<file path="config.mk">
export PLATFORM = sky130hd
export DESIGN_NAME = spi_frame_master
export DESIGN_NICKNAME = d
export VERILOG_FILES = /design/src/rtl/spi_frame_master.sv
export SDC_FILE = /design/constraint.sdc
export NUM_CORES = 1
export LEC_CHECK = 0
export CAP_MARGIN = 20
export CORE_MARGIN = 4
export CORE_UTILIZATION = 48
export DETAILED_ROUTE_END_ITERATION = 12
export HOLD_SLACK_MARGIN = 0.08
export PLACE_DENSITY = 0.79
export SYNTH_ARGS = -nofsm -noshare
export SYNTH_HDL_FRONTEND = slang
export SYNTH_SLANG_ARGS = --single-unit
</file>
<file path="constraint.sdc">
create_clock -name clk -period 1.5 [get_ports clk]
set_clock_uncertainty 0.15 [all_clocks]
set_input_delay 0.3 -clock clk [delete_from_list [all_inputs] [get_ports clk]]
set_output_delay 0.3 -clock clk [all_outputs]
set_load 0.03 [all_outputs]
</file>
<file path="src/rtl/spi_frame_master.sv">
// SPI mode-0 master issuing {write, addr, data} register frames to the GPIO expander's slave port.
// Optional define SPI_MISO_SYNC_EN: 2-flop miso synchronizer, miso sampled on the sclk-falling edge.
module spi_frame_master #(
  parameter int ADDR_WIDTH  = 7,
  parameter int PDATA_WIDTH = 8,
  parameter int CLK_DIV     = 2
) (
  input  logic                   clk,
  input  logic                   reset,
  input  logic                   req_valid,
  output logic                   req_ready,
  input  logic                   req_write,
  input  logic [ADDR_WIDTH-1:0]  req_addr,
  input  logic [PDATA_WIDTH-1:0] req_wdata,
  output logic                   rsp_valid,
  output logic [PDATA_WIDTH-1:0] rsp_rdata,
  output logic                   busy,
  output logic                   sclk,
  output logic                   ss,
  output logic                   mosi,
  input  logic                   miso
);

  localparam int FRAME_W = 1 + ADDR_WIDTH + PDATA_WIDTH;
  localparam int DIV_W   = $clog2(CLK_DIV);
  localparam logic [DIV_W-1:0] DIV_LAST = DIV_W'(CLK_DIV - 1);
  localparam logic [4:0]       BIT_LAST = 5'(FRAME_W);

  if (CLK_DIV < 2) begin : g_bad_clk_div
    $error("spi_frame_master: CLK_DIV must be >= 2");
  end
  if (FRAME_W > 31) begin : g_bad_frame_w
    $error("spi_frame_master: frame does not fit the 5-bit bit counter");
  end

  typedef enum logic [2:0] {
    S_IDLE,
    S_SETUP,
    S_SHIFT,
    S_HOLD,
    S_GAP
  } state_e;

  state_e                 state_q;
  logic [DIV_W-1:0]       div_q;
  logic [4:0]             bit_cnt_q;
  logic [FRAME_W-1:0]     tx_q;
  logic [PDATA_WIDTH-1:0] rx_q;
  logic [PDATA_WIDTH-1:0] rdata_q;
  logic                   sclk_q;
  logic                   ss_q;
  logic                   ready_q;
  logic                   rsp_valid_q;
  logic                   miso_bit;
  logic                   div_last;

`ifdef SPI_MISO_SYNC_EN
  localparam bit SAMPLE_ON_FALL = 1'b1;
  logic miso_meta_q;
  logic miso_sync_q;

  // NOTE: sequential state uses non-blocking (<=) so every flop samples pre-edge values.
  always_ff @(posedge clk) begin
    if (reset) begin
      miso_meta_q <= 1'b0;
      miso_sync_q <= 1'b0;
    end else begin
      miso_meta_q <= miso;
      miso_sync_q <= miso_meta_q;
    end
  end

  assign miso_bit = miso_sync_q;
`else
  localparam bit SAMPLE_ON_FALL = 1'b0;

  assign miso_bit = miso;
`endif

  assign div_last = (div_q == DIV_LAST);

  always_ff @(posedge clk) begin
    if (reset) begin
      state_q     <= S_IDLE;
      div_q       <= '0;
      bit_cnt_q   <= '0;
      tx_q        <= '0;
      rx_q        <= '0;
      rdata_q     <= '0;
      sclk_q      <= 1'b0;
      ss_q        <= 1'b1;
      ready_q     <= 1'b1;
      rsp_valid_q <= 1'b0;
    end else begin
      rsp_valid_q <= 1'b0;
      unique case (state_q)
        S_IDLE: begin
          if (req_valid && ready_q) begin
            // Read frames carry zero in the data field.
            tx_q      <= {req_write, req_addr, req_wdata & {PDATA_WIDTH{req_write}}};
            ss_q      <= 1'b0;
            ready_q   <= 1'b0;
            div_q     <= '0;
            bit_cnt_q <= '0;
            state_q   <= S_SETUP;
          end
        end

        S_SETUP: begin
          if (div_last) begin
            div_q     <= '0;
            sclk_q    <= 1'b1;
            bit_cnt_q <= bit_cnt_q + 5'd1;
            if (!SAMPLE_ON_FALL) rx_q <= {rx_q[PDATA_WIDTH-2:0], miso_bit};
            state_q   <= S_SHIFT;
          end else begin
            div_q <= div_q + 1'b1;
          end
        end

        S_SHIFT: begin
          if (!div_last) begin
            div_q <= div_q + 1'b1;
          end else begin
            div_q <= '0;
            if (sclk_q) begin
              sclk_q <= 1'b0;
              tx_q   <= {tx_q[FRAME_W-2:0], 1'b0};
              if (SAMPLE_ON_FALL) rx_q <= {rx_q[PDATA_WIDTH-2:0], miso_bit};
            end else if (bit_cnt_q == BIT_LAST) begin
              // Last low phase done: keep sclk parked low for the hold time.
              state_q <= S_HOLD;
            end else begin
              sclk_q    <= 1'b1;
              bit_cnt_q <= bit_cnt_q + 5'd1;
              if (!SAMPLE_ON_FALL) rx_q <= {rx_q[PDATA_WIDTH-2:0], miso_bit};
            end
          end
        end

        S_HOLD: begin
          if (div_last) begin
            div_q       <= '0;
            ss_q        <= 1'b1;
            tx_q        <= '0;
            rsp_valid_q <= 1'b1;
            rdata_q     <= rx_q;
            state_q     <= S_GAP;
          end else begin
            div_q <= div_q + 1'b1;
          end
        end

        S_GAP: begin
          if (div_last) begin
            div_q   <= '0;
            ready_q <= 1'b1;
            state_q <= S_IDLE;
          end else begin
            div_q <= div_q + 1'b1;
          end
        end

        default: begin
          state_q <= S_IDLE;
        end
      endcase
    end
  end

  assign req_ready = ready_q;
  assign busy      = ~ready_q;
  assign rsp_valid = rsp_valid_q;
  assign rsp_rdata = rdata_q;
  assign sclk      = sclk_q;
  assign ss        = ss_q;
  assign mosi      = tx_q[FRAME_W-1];

endmodule

</file>
* Yosys cells after proc, flatten, opt, wreduce, memory -nomap -nowiden
Cells that the tools add are included.
** Word-level totals
- Logic and storage cells :: 83
- Register bits :: 45
- Bits in writable memories :: 0
- Bits of input ports :: 20
- Memories :: 0
- Output and inout port bits :: 14
- Latch bits :: 0
- ROM bits :: 0
** Operators by class
- Add/subtract/negate cells :: 2
- Bitwise gates (word level) :: 3
- Shifts and indexed selects :: 0
- Div/mod/pow operators :: 0
- Reductions and logical operators :: 19
- Equality and inequality tests :: 14
- Muxes and demuxes :: 35
- $lt $le $gt $ge :: 0
- $mul :: 0
** Operators by type and width (number)
- two-way mux 16 bit :: 4
- one-hot mux 16 bit (3 select lines) :: 1
- two-way mux 8 bit :: 4
- two-way mux 5 bit :: 5
- two-way mux 3 bit :: 7
- != test 2 bit (second input constant) :: 9
- one-hot mux 8 bit (2 select lines) :: 1
- one-hot mux 3 bit (5 select lines) :: 1
- one-hot mux 5 bit (3 select lines) :: 1
- AND reduction 5 bit :: 2
- AND reduction 3 bit :: 3
- AND 8 bit :: 1
- one-hot mux 1 bit (2 select lines) :: 4
- nonzero test 2 bit :: 4
- two-way mux 1 bit :: 7
- AND reduction 7 bit :: 1
- == test 3 x 2 -> 1 bit (second input constant) :: 2
- AND reduction 6 bit :: 1
- nonzero test 3 bit :: 2
- adder 5 x 1 -> 5 bit (second input constant) :: 1
- == test 5 bit (second input constant) :: 1
- AND reduction 2 bit :: 2
- OR reduction 4 bit :: 1
- == test 3 x 1 -> 1 bit (second input constant) :: 1
- 6 further kinds :: 7

* Logic depth before layout (Yosys ltp)
Gate-level depths: netlist (run 1).
- Word-level depth :: 5
- Mapped depth :: 7
- Depth with buffers taken out :: 6

* Least setup slack after synthesis (run 1)
OpenSTA, ideal clock, no wires.
- Path type :: flip-flop to flip-flop
- From :: register ready_q (netlist: req_ready)
- To :: register tx_q[10]
- Arrival time :: 1.345 ns
- Library setup time :: 0.145 ns
- Stages on the path, launching flop included :: 5
- Setup slack :: -0.139 ns
- Cell sequence :: dfxtp_1 nand4bb_1 a21oi_2 buf_2 a211oi_2
** On the way
- Longest elaborated chain between the ends :: 3
** Ends and longest elaborated chain
- from (decl) :: RTL line 52 : logic ready_q;
- from (signal assigned) :: RTL line 92 : ready_q <= 1'b1;
- from (signal assigned) :: RTL line 102 : ready_q <= 1'b0;
- from (signal assigned) :: RTL line 157 : ready_q <= 1'b1;
- logical AND 1 bit :: RTL line 98 : if (req_valid && ready_q) begin
- != test 2 bit (no source line)
- AND reduction 5 bit (no source line)
- to (signal assigned) :: RTL line 100 : tx_q <= {req_write, req_addr, req_wdata & {PDATA_WIDTH{req_write}}};
- to (signal assigned) :: RTL line 128 : tx_q <= {tx_q[FRAME_W-2:0], 1'b0};
- to (decl) :: RTL line 47 : logic [FRAME_W-1:0] tx_q;
Every way passes these cells.
A chain may end at the register's enable or synchronous reset.

* Worst setup path in the final report (run 1)
- From :: register state_q[1]
- To :: register tx_q[0]
** On the way
- Longest elaborated chain between the ends :: 3
** Ends and longest elaborated chain
- from (decl) :: RTL line 44 : state_e state_q;
- from (signal assigned) :: RTL line 84 : state_q <= S_IDLE;
- from (signal assigned) :: RTL line 105 : state_q <= S_SETUP;
- from (signal assigned) :: RTL line 115 : state_q <= S_SHIFT;
- == test 3 x 2 -> 1 bit or zero test 3 bit (tied branches) :: RTL line 96 : unique case (state_q)
- != test 2 bit (no source line) or nonzero test 3 bit (tied branches)
- AND reduction 5 bit (no source line)
Parallel ways exist; a longest one is shown, timed or not.

==> results of run 1 <==
-- critical path: stages, from the launching register on --
cell and delay [ns]:
dfxtp_4 0.38, nand4bb_4 0.25, a21oi_4 0.26, buf_8 0.19, nand4_1 0.16, a21oi_1 0.22
-- worst paths after layout --
path | startpoint | to | slack, ns | depth (start not counted)
max reg2reg | state_q[1] | tx_q[0] | -0.20 | 5
min reg2reg | rsp_rdata[0] | rsp_rdata[0] | 0.31 | 2
max | state_q[1] | tx_q[0] | -0.20 | 5
min | rsp_rdata[0] | rsp_rdata[0] | 0.31 | 2
-- power by group --
| part | internal (W) | switching (W) |
|---|---|---|
| clock network | 0.000330 | 0.000434 |
| logic | 0.000378 | 0.000370 |
| registers | 0.00126 | 0.0000681 |
| total | 0.00197 | 0.000872 |
-- registers in the layout, indices dropped and copies added (netlist names) --
signal and cells:
req_ready 1, rsp_rdata 8, sclk 1, state_q 3, div_last 1, bit_cnt_q 5
ss 1, tx_q 16, rsp_valid 1, rx_q 8
-- stage by stage --
step	utilization	hold slack (ns)	instances	power, W
final	0.778	0.308	352	0.00284
after global routing	0.778	0.326	352	0.00294
after CTS	0.742	0.293	347	0.00277
after detailed placement	0.643	0.293	328	0.00184
after global placement	0.643	0.292	328	0.00182
after floorplan	-	0.282	237	0.00167
-- repair_timing --
item	in CTS	in global routing
pin swaps	19	11
cloned	3	2
gates resized for setup	63	50
endpoints found under the setup margin	42	47
setup buffers	8	6
-- synthesized netlist by cell type (3+ instances only) --
cell / count / area share
a211oi_2: 14 / 0.082
a21oi_1: 24 / 0.056
a221oi_1: 3 / 0.012
a31oi_1: 7 / 0.021
buf_2: 5 / 0.012
clkbuf_1: 11 / 0.019
dfxtp_1: 45 / 0.42
inv_1: 4 / 0.0071
mux2i_1: 7 / 0.033
nand2_1: 20 / 0.035
nand2b_1: 13 / 0.038
nand3_1: 3 / 0.0071
nor2_1: 21 / 0.037
nor2b_1: 3 / 0.0088
nor3_1: 4 / 0.0094
nor3b_1: 16 / 0.056
o2bb2ai_1: 3 / 0.012
-- per-layer routing --
layer  up-vias  share of wire
li1        975              -
met1      1023           0.42
met2        59           0.50
met3        23          0.040
met4         0          0.033
met5         -              0
-- final cells by class --
| type | count | area (um2) | share of cell area |
|---|---|---|---|
| Multi-Input combinational cell | 169 | 1430 | 0.443 |
| Sequential cell | 45 | 915 | 0.284 |
| Timing Repair Buffer | 76 | 718 | 0.223 |
| Clock buffer | 7 | 76.3 | 0.0237 |
| Tap cell | 50 | 62.6 | 0.0194 |
| Inverter | 4 | 15.0 | 0.00466 |
| Clock inverter | 1 | 7.51 | 0.00233 |
-- logic make-up after synthesis --
group	after synthesis	share of synthesized area
adder cells (fa/ha/maj)	2	0.0118
XOR/XNOR	2	0.00823
AO/OA/AOI/OAI	65	0.231
multiplexers	7	0.0329
AND/OR/NAND/NOR	92	0.237
flip-flops	45	0.423
buffers and inverters	24	0.0558
==> out/qor.yml, run 1 <==
layout:
  drive_gt1_frac: 0.464
  fillerInstances: 251
  antennaDiodeCount: 0
  final_cell_mix: "dfxtp_1, buf_4, nand2_1, a21oi_1, clkdlybuf4s50_1"
  fin_nets: 323
  postLayoutCellArea_um2: 3220
  final_common_cell: "dfxtp_1"
  syn_to_final_growth_pct: 51.4
worst_hold_path:
  min_path_type: "reg -> reg"
setup_path:
  end_kind: "register"
  critical_path_arrival_ns: 1.78
  critical_path.startpoint_type: "register"
  cp_max_fo: 7
  crit_required_ns: 1.58
  critPathKind: "reg -> reg"
synthesis:
  yosysWarnings: 0
  synth_cell_types: 41
  ys_async_sr_fraction: 0
  ys_seq_area_frac: 0.423
  synth_enable_flop_cells: 0
  netlist_area_um2: 2130
  syn_nets: 259
  syn_area_per_cell_um2: 8.98
  syn_inst: 237
  ys_seq_elements: 45
  synth_ff_type: "dfxtp_1"
clock_network:
  clk_latency_ns: 0.31
  clockRootBuffer: "clkbuf_8"
  cts_max_level: 2
  hold_buffers: 0
  cts_tree: "built"
  clock_sinks: 45
  clk_pin_slew_ns: 0.09
  cts_buffer_depth: 2
  cts_buffers: 5
route:
  vias_per_cell: 5.91
  num_vias: 2080
  drt_iter0_markers: 195
  routed_wl_um: 6730
  wl_per_cell_um: 19.1
  ant_nets: 0
  drc: 0
  drtPass1Iterations: 5
global_route:
  grt_pass1_vias: 1945
  grt_pass1_wl_um: 9180
  antenna_found_initial: 0
  grt.overflow.total: 0
  use_met1: 0.280
  grt_max_degree: 32
  grtUsageMet3: 0.0446
  grt.busiest_layer: "met2"
  met2_usage: 0.343
  grt_use_total: 0.216
sta:
  period_share: 1.13
  relSlewSlack: 0.637
  tightestPinTransition_ns: 0.544
  setup_violations: 31
  setup-tns-final_ns: -2.31
  hold_viol: 0
  period_minus_slack_ns: 1.70
  worst_slack_ns: -0.199
  max_freq_mhz: 589
  slew_violations: 0
  rsz0062_at_grt: "yes"
floorplanning:
  ios: 34
  die_h_um: 74.6
  initial_core_util: 0.514
  row_count: 23
  die_area_um2: 5560
  dieWidth_um: 74.6
  core_um2: 4140
power:
  p_leak_nw: 1.13
  ir_drop_uv: 684
  power.density_nw_per_um2: 880
place:
  post_dp_cell_area_um2: 2670
  post-dp-hpwl_um: 3140
  port_buffers: 33
  preCtsSetupSlack_ns: -0.463
  gp_congestion: 0.848
outcome:
  status: "complete, but fails checks"
  violations: "negative setup slack"
run:
  max_cap_violations: 0
Note: power is estimated with default switching activity, not from simulation.
==> run 2, diff against run 1 <==
CORE_ASPECT_RATIO = 0.6   (was unset)
SKIP_LAST_GASP = 1   (was unset)
==> run 2 against run 1 <==
Compared with the run above:
- the flow still finishes with violations (negative setup slack)
- final area fell by 6.5%
- non-clock buffer count fell by 8
- via count fell by 6.3%
- die area rose by 0.64%
- worst hold slack got worse by 0.00080 ns
- cell count rose by 0.57%
- first-iteration DRC count fell by 54%
- combinational power fell by 11%
- clock-buffer cell count fell by 1
- routed wire length fell by 18%
- highest routed layer unchanged
==> out/qor.yml, run 2 (same netlist as run 1, synthesis figures left out) <==
outcome:
  status: "complete, but fails checks"
  violations: "negative setup slack"
setup_path:
  worst_r2r_endpoint: "tx_q[0]"
  path_cells: "buf_6, o211ai_1, a21oi_4, buf_12, buf_16, nand2b_4, a21oi_2"
  rr_worst_depth: 7
  critPathKind: "reg -> reg"
  critical_path_arrival_ns: 1.70
  cp_slowest_cell: "dfxtp_2"
  critical-path-top-delay-family: "compound AO/OA/AOI/OAI gates"
  ff2ff_setup_slack_ns: -0.10
  critical_path.startpoint_type: "register"
  path_buf_inv: 3
  end_kind: "register"
  cp_max_fo: 8
  timing.rr.start: "state_q[0]"
  cpPeakStageDelay_ns: 0.35
  crit_required_ns: 1.60
  cp.depth: 7
layout:
  largest_register_ff_count: 16
  drive_gt1_frac: 0.344
  layout.cells.non_filler: 354
  final_common_cell: "dfxtp_1"
  syn_to_final_growth_pct: 41.6
  largest_register: "tx_q"
  fin_nets: 315
  fin_util: 0.720
  final_cell_mix: "dfxtp_1, buf_4, a21oi_1"
  postLayoutCellArea_um2: 3010
  fillerInstances: 313
  antennaDiodeCount: 0
power:
  p_leak_nw: 1.05
  ir_drop_uv: 440
  fin_total_pwr_w: 0.00280
  power.density_nw_per_um2: 927
place:
  placed_cells: 339
  gp_congestion: 0.792
  post_dp_cell_area_um2: 2690
  post-dp-hpwl_um: 3200
  port_buffers: 33
global_route:
  grt_pass1_vias: 1821
  grt.overflow.total: 0
  grt_max_degree: 37
  grt_pass1_wl_um: 8300
  antenna_found_initial: 0
  grt_use_total: 0.189
clock_network:
  clk_latency_ns: 0.30
  clk_pin_slew_ns: 0.10
  cts_max_level: 2
  cts_buffer_depth: 2
  cts_buffers: 5
  hold_buffers: 0
  clock_sinks: 45
  clockRootBuffer: "clkbuf_8"
  cts_tree: "built"
sta:
  hold_viol: 0
  setup-tns-final_ns: -1.22
  rsz0062_at_grt: "yes"
  relSlewSlack: 0.606
  tightestPinTransition_ns: 0.591
  slew_violations: 0
  period_minus_slack_ns: 1.60
  max_freq_mhz: 625
  setup_violations: 24
  period_share: 1.07
  worst_slack_ns: -0.100
floorplanning:
  die_h_um: 59.6
  die_area_um2: 5600
  dieWidth_um: 94.0
  initial_core_util: 0.508
  ios: 34
  row_count: 18
  core_um2: 4190
route:
  ant_nets: 0
  drtPass1Iterations: 4
  routed_wl_um: 5550
  vias_per_cell: 5.51
  drt_iter0_markers: 90
  wl_per_cell_um: 15.7
  num_vias: 1950
  drc: 0
run:
  max_cap_violations: 0
worst_hold_path:
  min-delay-start: "rsp_rdata[2]"
  min_to: "rsp_rdata[2]"
  min_path_type: "reg -> reg"
  hold_path_depth: 2
## run 2: routing by layer
| layer | track usage | vias up | wire length (um) |
|---|---|---|---|
| li1 | - | 960 | - |
| met1 | 0.263 | 935 | 2740 |
| met2 | 0.296 | 47 | 2440 |
| met3 | 0.0457 | 8 | 295 |
| met4 | 0.0494 | 0 | 83 |
| met5 | 0 | - | 0 |
## run 2: worst max path at each step
| stage | startpoint | end | slack [ns] |
|---|---|---|---|
| floorplan | bit_cnt_q[0] | bit_cnt_q[2] | -0.05 |
| global placement | req_valid | tx_q[5] | -0.36 |
| detailed placement | req_valid | tx_q[4] | -0.42 |
| CTS | state_q[0] | tx_q[0] | -0.08 |
| global route | state_q[0] | tx_q[7] | -0.18 |
| finish | state_q[0] | tx_q[0] | -0.10 |
## run 2: through the flow
stage	hold WS (ns)	setup slack (ns)
after floorplan	0.282	-0.0504
final	0.307	-0.100
after CTS	0.306	-0.0793
after detailed placement	0.295	-0.416
after global placement	0.293	-0.358
after global routing	0.328	-0.181
## run 2: report_power, final
| part | internal [W] | switching (W) | total (W) | leakage (nW) |
|---|---|---|---|---|
| combinational | 0.000341 | 0.000325 | 0.000665 | 0.632 |
| clock | 0.000380 | 0.000442 | 0.000821 | 0.0478 |
| sequential | 0.00126 | 0.0000504 | 0.00131 | 0.369 |
| total | 0.00198 | 0.000817 | 0.00280 | 1.05 |
## run 2: cell type report
class / instances / area, um2 / area share
tap: 60 / 75.1 / 0.0249
clock buffer: 6 / 82.6 / 0.0274
inverter: 4 / 15.0 / 0.00498
timing repair buffer: 68 / 653 / 0.217
clock inverter: 2 / 16.3 / 0.00540
multi-input combinational: 169 / 1260 / 0.418
sequential: 45 / 912 / 0.303
## run 2: repair_timing
item                                    in CTS  in global routing
pin swaps                                    3                  4
endpoints found under the setup margin      51                 47
gates resized for setup                     36                 24
buffers inserted                             2                  2
gates cloned                                 3                  1
## run 2: tightest hold or removal path, delay by kind of cell, from the launching register on
kind | cells | cell delay (ns)
flops | 1 | 0.32
simple gates | 1 | 0.05
compound gates | 1 | 0.05
==> run 3, diff against run 2 <==
ABC_CLOCK_PERIOD_IN_PS = 1500   (was unset)
==> results of run 3 <==
Final layout, timing and power as in run 2 (identical DEF).
